## config.mk

```make
export PLATFORM = sky130hd
export DESIGN_NAME = note_oscillator
export DESIGN_NICKNAME = d
export VERILOG_FILES = /design/src/rtl/synth_pkg.sv /design/src/rtl/period_counter.sv /design/src/rtl/note_oscillator.sv
export SDC_FILE = /design/constraint.sdc
export NUM_CORES = 1
export LEC_CHECK = 0
export ABC_AREA = 0
export CAP_MARGIN = 5
export CORE_MARGIN = 2
export CORE_UTILIZATION = 30
export CTS_BUF_LIST = sky130_fd_sc_hd__clkbuf_8
export DETAILED_ROUTE_END_ITERATION = 10
export DONT_BUFFER_PORTS = 1
export REMOVE_ABC_BUFFERS = 1
export SYNTH_ARGS = -nofsm -noshare
export SYNTH_HDL_FRONTEND = slang
export SYNTH_SLANG_ARGS = --single-unit
```

## constraint.sdc

```tcl
create_clock -name clk -period 3.55 [get_ports clk]
set_clock_uncertainty 0.15 [all_clocks]
set_input_delay 0.71 -clock clk [delete_from_list [all_inputs] [get_ports clk]]
set_output_delay 0.71 -clock clk [all_outputs]
set_load 0.01 [all_outputs]
```

## src/rtl/synth_pkg.sv

```systemverilog
// rtl/synth_pkg.sv - shared types and constants for the synth voice blocks
package synth_pkg;

  typedef enum logic [1:0] {IDLE, RUN, STOP} osc_state_t;

  localparam int unsigned CLK_HZ      = 10_000_000;
  localparam int unsigned OSC_MIN_DIV = 2;

endpackage

```

## src/rtl/period_counter.sv

```systemverilog
// rtl/period_counter.sv - period counter with wrap detect and boundary-only reload of the divide count
module period_counter
  import synth_pkg::*;
#(
  parameter int DIV_W   = 16,
  parameter int MIN_DIV = OSC_MIN_DIV
) (
  input  logic             clk,
  input  logic             nrst,
  input  logic             load,
  input  logic             run,
  input  logic [DIV_W-1:0] div_in,
  output logic [DIV_W-1:0] count,
  output logic [DIV_W-1:0] div_act,
  output logic             wrap,
  output logic             div_ok
);

  assign div_ok = (div_in >= DIV_W'(MIN_DIV));
  assign wrap   = (count == div_act - DIV_W'(1));

  always_ff @(posedge clk or negedge nrst) begin
    if (!nrst) begin
      count   <= '0;
      div_act <= '0;
    end else if (load) begin
      count   <= '0;
      div_act <= div_in;
    end else if (run) begin
      if (wrap) begin
        count <= '0;
        // Pitch only changes on a period boundary, and only to a legal count
        if (div_ok && (div_in != div_act))
          div_act <= div_in;
      end else begin
        count <= count + DIV_W'(1);
      end
    end
  end

endmodule

```

## src/rtl/note_oscillator.sv

```systemverilog
// rtl/note_oscillator.sv - per-voice 50% duty square-wave oscillator with click-free pitch and release
module note_oscillator
  import synth_pkg::*;
#(
  parameter int DIV_W   = 16,
  parameter int MIN_DIV = OSC_MIN_DIV
) (
  input  logic             clk,
  input  logic             nrst,
  input  logic             en,
  input  logic [DIV_W-1:0] div_in,
  output logic             wave,
  output logic             period_tick,
  output logic             busy
);

  osc_state_t       state, state_nx;
  logic             load, run, wrap, div_ok;
  logic [DIV_W-1:0] count, div_act, half;

  period_counter #(
    .DIV_W   (DIV_W),
    .MIN_DIV (MIN_DIV)
  ) u_period_counter (
    .clk     (clk),
    .nrst    (nrst),
    .load    (load),
    .run     (run),
    .div_in  (div_in),
    .count   (count),
    .div_act (div_act),
    .wrap    (wrap),
    .div_ok  (div_ok)
  );

  always_ff @(posedge clk or negedge nrst) begin
    if (!nrst)
      state <= IDLE;
    else
      state <= state_nx;
  end

  always_comb begin
    state_nx = state;
    load     = 1'b0;
    run      = 1'b0;
    case (state)
      IDLE: begin
        if (en && div_ok) begin
          state_nx = RUN;
          load     = 1'b1;
        end
      end
      RUN: begin
        run = 1'b1;
        // A release landing on the wrap cycle finishes the period straight into IDLE
        if (!en)
          state_nx = wrap ? IDLE : STOP;
      end
      STOP: begin
        run = 1'b1;
        if (en)
          state_nx = RUN;
        else if (wrap)
          state_nx = IDLE;
      end
      default: state_nx = IDLE;
    endcase
  end

  assign half        = div_act >> 1;
  assign busy        = (state != IDLE);
  assign wave        = busy && (count < half);
  assign period_tick = busy && wrap;

endmodule
```

==> impl_metrics.yaml <==
logic_synthesis:
  synth-edff-count: 0
  async_flop_share_pct: 100
  ys_seq_elements: 34
  avgSynthCellArea_um2: 9.28
  synth_area_um2: 3000
  synthCells: 323
  yosys_warnings: 0
  synth_seq_area_share_pct: 28.4
  ys_types: 55
  ys.flop_type: "dfrtp_1"
status:
  violations: "negative setup slack"
  status: "finished with violations"
clock_tree:
  clkTransAtPathRegs_ps: 70
  clock-sinks: 34
  clk_latency_ps: 290
  cts_tree: "yes"
  cts_root_buffer: "clkbuf_8"
  ctsHtreeMaxLevel: 2
  cts_buffer_depth: 2
  numCtsBuffers: 5
grt:
  groute.usage.overall_pct: 14.2
  grt_start_max_net_pins: 35
  grt_pass1_wl_um: 12600
  grt_pass1_vias: 2441
  grt-ovfl-total: 0
  grt_antenna_before_repair: 0
finish:
  final_layout_size_suffix_gt1_share_pct: 23.5
  num_antenna_cells: 0
  areaGrowthSynthToFinish_pct: 15.4
  utilization_pct: 35.5
  layout_commonest_cell: "xnor2_1"
  final_cells: 473
  nets: 378
  final_cell_mix: "xnor2_1, dfrtp_1, nor3_1, buf_4, inv_1"
worst_setup_path:
  criticalPathCategory: "reg -> out"
  worst-endpoint-required_ps: 2690
  cp.arrival_ps: 2730
  cp_max_fo: 5
  worstSetupEndpointType: "output port"
  crit_path_start_kind: "flop"
sta:
  fin_crit_sh_pct: 101
  tightestPinTransition_ps: 403
  setup_slack_ps: -43.1
  fin_crit_ps: 3590
  rsz0062_at_grt: "true"
  slew_headroom_pct: 72.8
  finalSetupViolCount: 1
  final_hold_viol_count: 0
  max_freq_mhz: 278
  drv_slew: 0
floorplan:
  die_y_um: 104
  start_util_pct: 30.8
  ioPinCount: 22
  fp.dieW_um: 104
  dieArea_um2: 10800
  fp-row-count: 36
  fp.coreArea_um2: 9730
drt:
  vias_per_cell: 5.09
  avgRoutedWirePerCell_um: 15.4
  first_pass_iters: 4
  wl_um: 7260
  drtIter0Drc: 67
  num_vias: 2408
  drt_drc_violations_left: 0
  final_antenna_net_count: 0
placement:
  placed_cells_incl_taps: 454
  io_buffers: 0
  hpwl_um: 5500
  place_congestion: 0.888
power:
  leakagePower_nw: 1.45
  peakVddDrop_v: 0.000315
  power_density_nw_per_um2: 720
  finalPower_mw: 2.49
min_path:
  min_path_type: "in -> async"
job:
  cap_violations: 0
-- layout make-up --
class	instances	area, µm²
tap	133	166
inverter	21	78.8
timing repair buffer	32	273
clock inverter	2	8.76
fill	1022	6270
multi-input combinational	245	1990
clock buffer	6	82.6
sequential	34	856
-- synth_stat cells (2+ instances only) --
| cell | number | area share [%] |
|---|---|---|
| dfrtp_1 | 34 | 28 |
| a211oi_1 | 5 | 1.3 |
| mux2_2 | 6 | 2.3 |
| o21ai_0 | 4 | 0.67 |
| o2111ai_1 | 2 | 0.58 |
| nor3_1 | 29 | 4.8 |
| o31ai_1 | 4 | 1.0 |
| xor2_1 | 17 | 5.0 |
| nor2_1 | 11 | 1.4 |
| nor4_1 | 9 | 1.9 |
| a21oi_1 | 10 | 1.7 |
| ha_1 | 20 | 8.4 |
| or3_1 | 2 | 0.42 |
| o311ai_0 | 2 | 0.58 |
| buf_2 | 4 | 0.67 |
| clkbuf_1 | 16 | 2.0 |
| or3b_2 | 2 | 0.58 |
| nand2_1 | 17 | 2.1 |
| nor4bb_1 | 2 | 0.67 |
| nand3_1 | 5 | 0.83 |
| inv_1 | 21 | 2.6 |
| nand2b_1 | 2 | 0.42 |
| and2_1 | 2 | 0.42 |
| buf_6 | 3 | 1.1 |
| nand4_1 | 10 | 2.1 |
| nand4b_1 | 2 | 0.58 |
| or4_1 | 4 | 1.0 |
| o21ba_2 | 2 | 0.67 |
| a21o_1 | 8 | 2.0 |
| and3_1 | 3 | 0.63 |
| mux2_4 | 10 | 5.0 |
| xnor2_1 | 32 | 9.4 |
-- critical path, stage by stage (launching register included) --
cell,delay (ps)
dfrtp_1,410
buf_6,140
buf_4,130
xnor2_1,130
or4_1,520
or4b_4,530
a2111oi_4,320
nand2_2,140
nor2_4,120
-- cells by family after synthesis --
kind of cell	count (synthesis)	share of synthesized area, %
multiplexers	16	7.26
buffers and inverters	44	6.43
AND/OR/NAND/NOR	109	21.5
adder cells (fa/ha/maj)	20	8.35
AO/OA/AOI/OAI	51	13.7
XOR/XNOR	49	14.3
flip-flops	34	28.4
-- through the flow --
step	TNS, ps	area [µm²]	worst slack (ps)	hold WS (ps)
after global routing	-185	3460	-185	99.9
after CTS	-19.8	3410	-19.8	100
final	-43.1	3460	-43.1	103
after detailed placement	0	3210	44.6	266
after global placement	0	3210	107	267
after floorplan	-12.2	2880	-12.2	264
-- per-layer routing --
layer	share of wire, %	wire (µm)	global-route usage, %
met1	46	3350	19.1
met2	49	3570	23.7
met3	3.7	270	2.44
met4	0.87	63	3.19
met5	0	0	0
-- sequential cells by signal, indices dropped and copies added (netlist names) --
register                  count
state                         2
u_period_counter.count       16
u_period_counter.div_act     16
-- timing repair --
item | CTS | global route
pin swaps | 10 | 9
resized for setup | 15 | 3
buffers inserted | 5 | 5
hold buffers | 1 | 0
hold endpoints to repair | 34 | 0
endpoints found under the setup margin | 1 | 1
-- report_power, final --
group	leakage (nW)	switching, mW	total, mW	internal, mW
clock network	0.0524	0.144	0.297	0.154
logic	0.968	0.693	1.44	0.743
registers	0.430	0.244	0.755	0.511
-- path summary, 6_finish.rpt --
| path | start | endpoint | slack [ps] | cells past startpoint |
|---|---|---|---|---|
| worst max-delay path | u_period_counter.div_act[0] | period_tick | -40 | 8 |
| worst min-delay path | nrst | u_period_counter.count[8] | 100 | 1 |
| worst max register to register | u_period_counter.div_act[5] | u_period_counter.div_act[3] | 210 | 10 |
| worst min register to register | state[0] | state[0] | 460 | 2 |
| max in group asynchronous | nrst | u_period_counter.div_act[4] | 2950 | 1 |
| min in group clk | en | state[0] | 360 | 1 |
(Power assumes the default switching activity.)
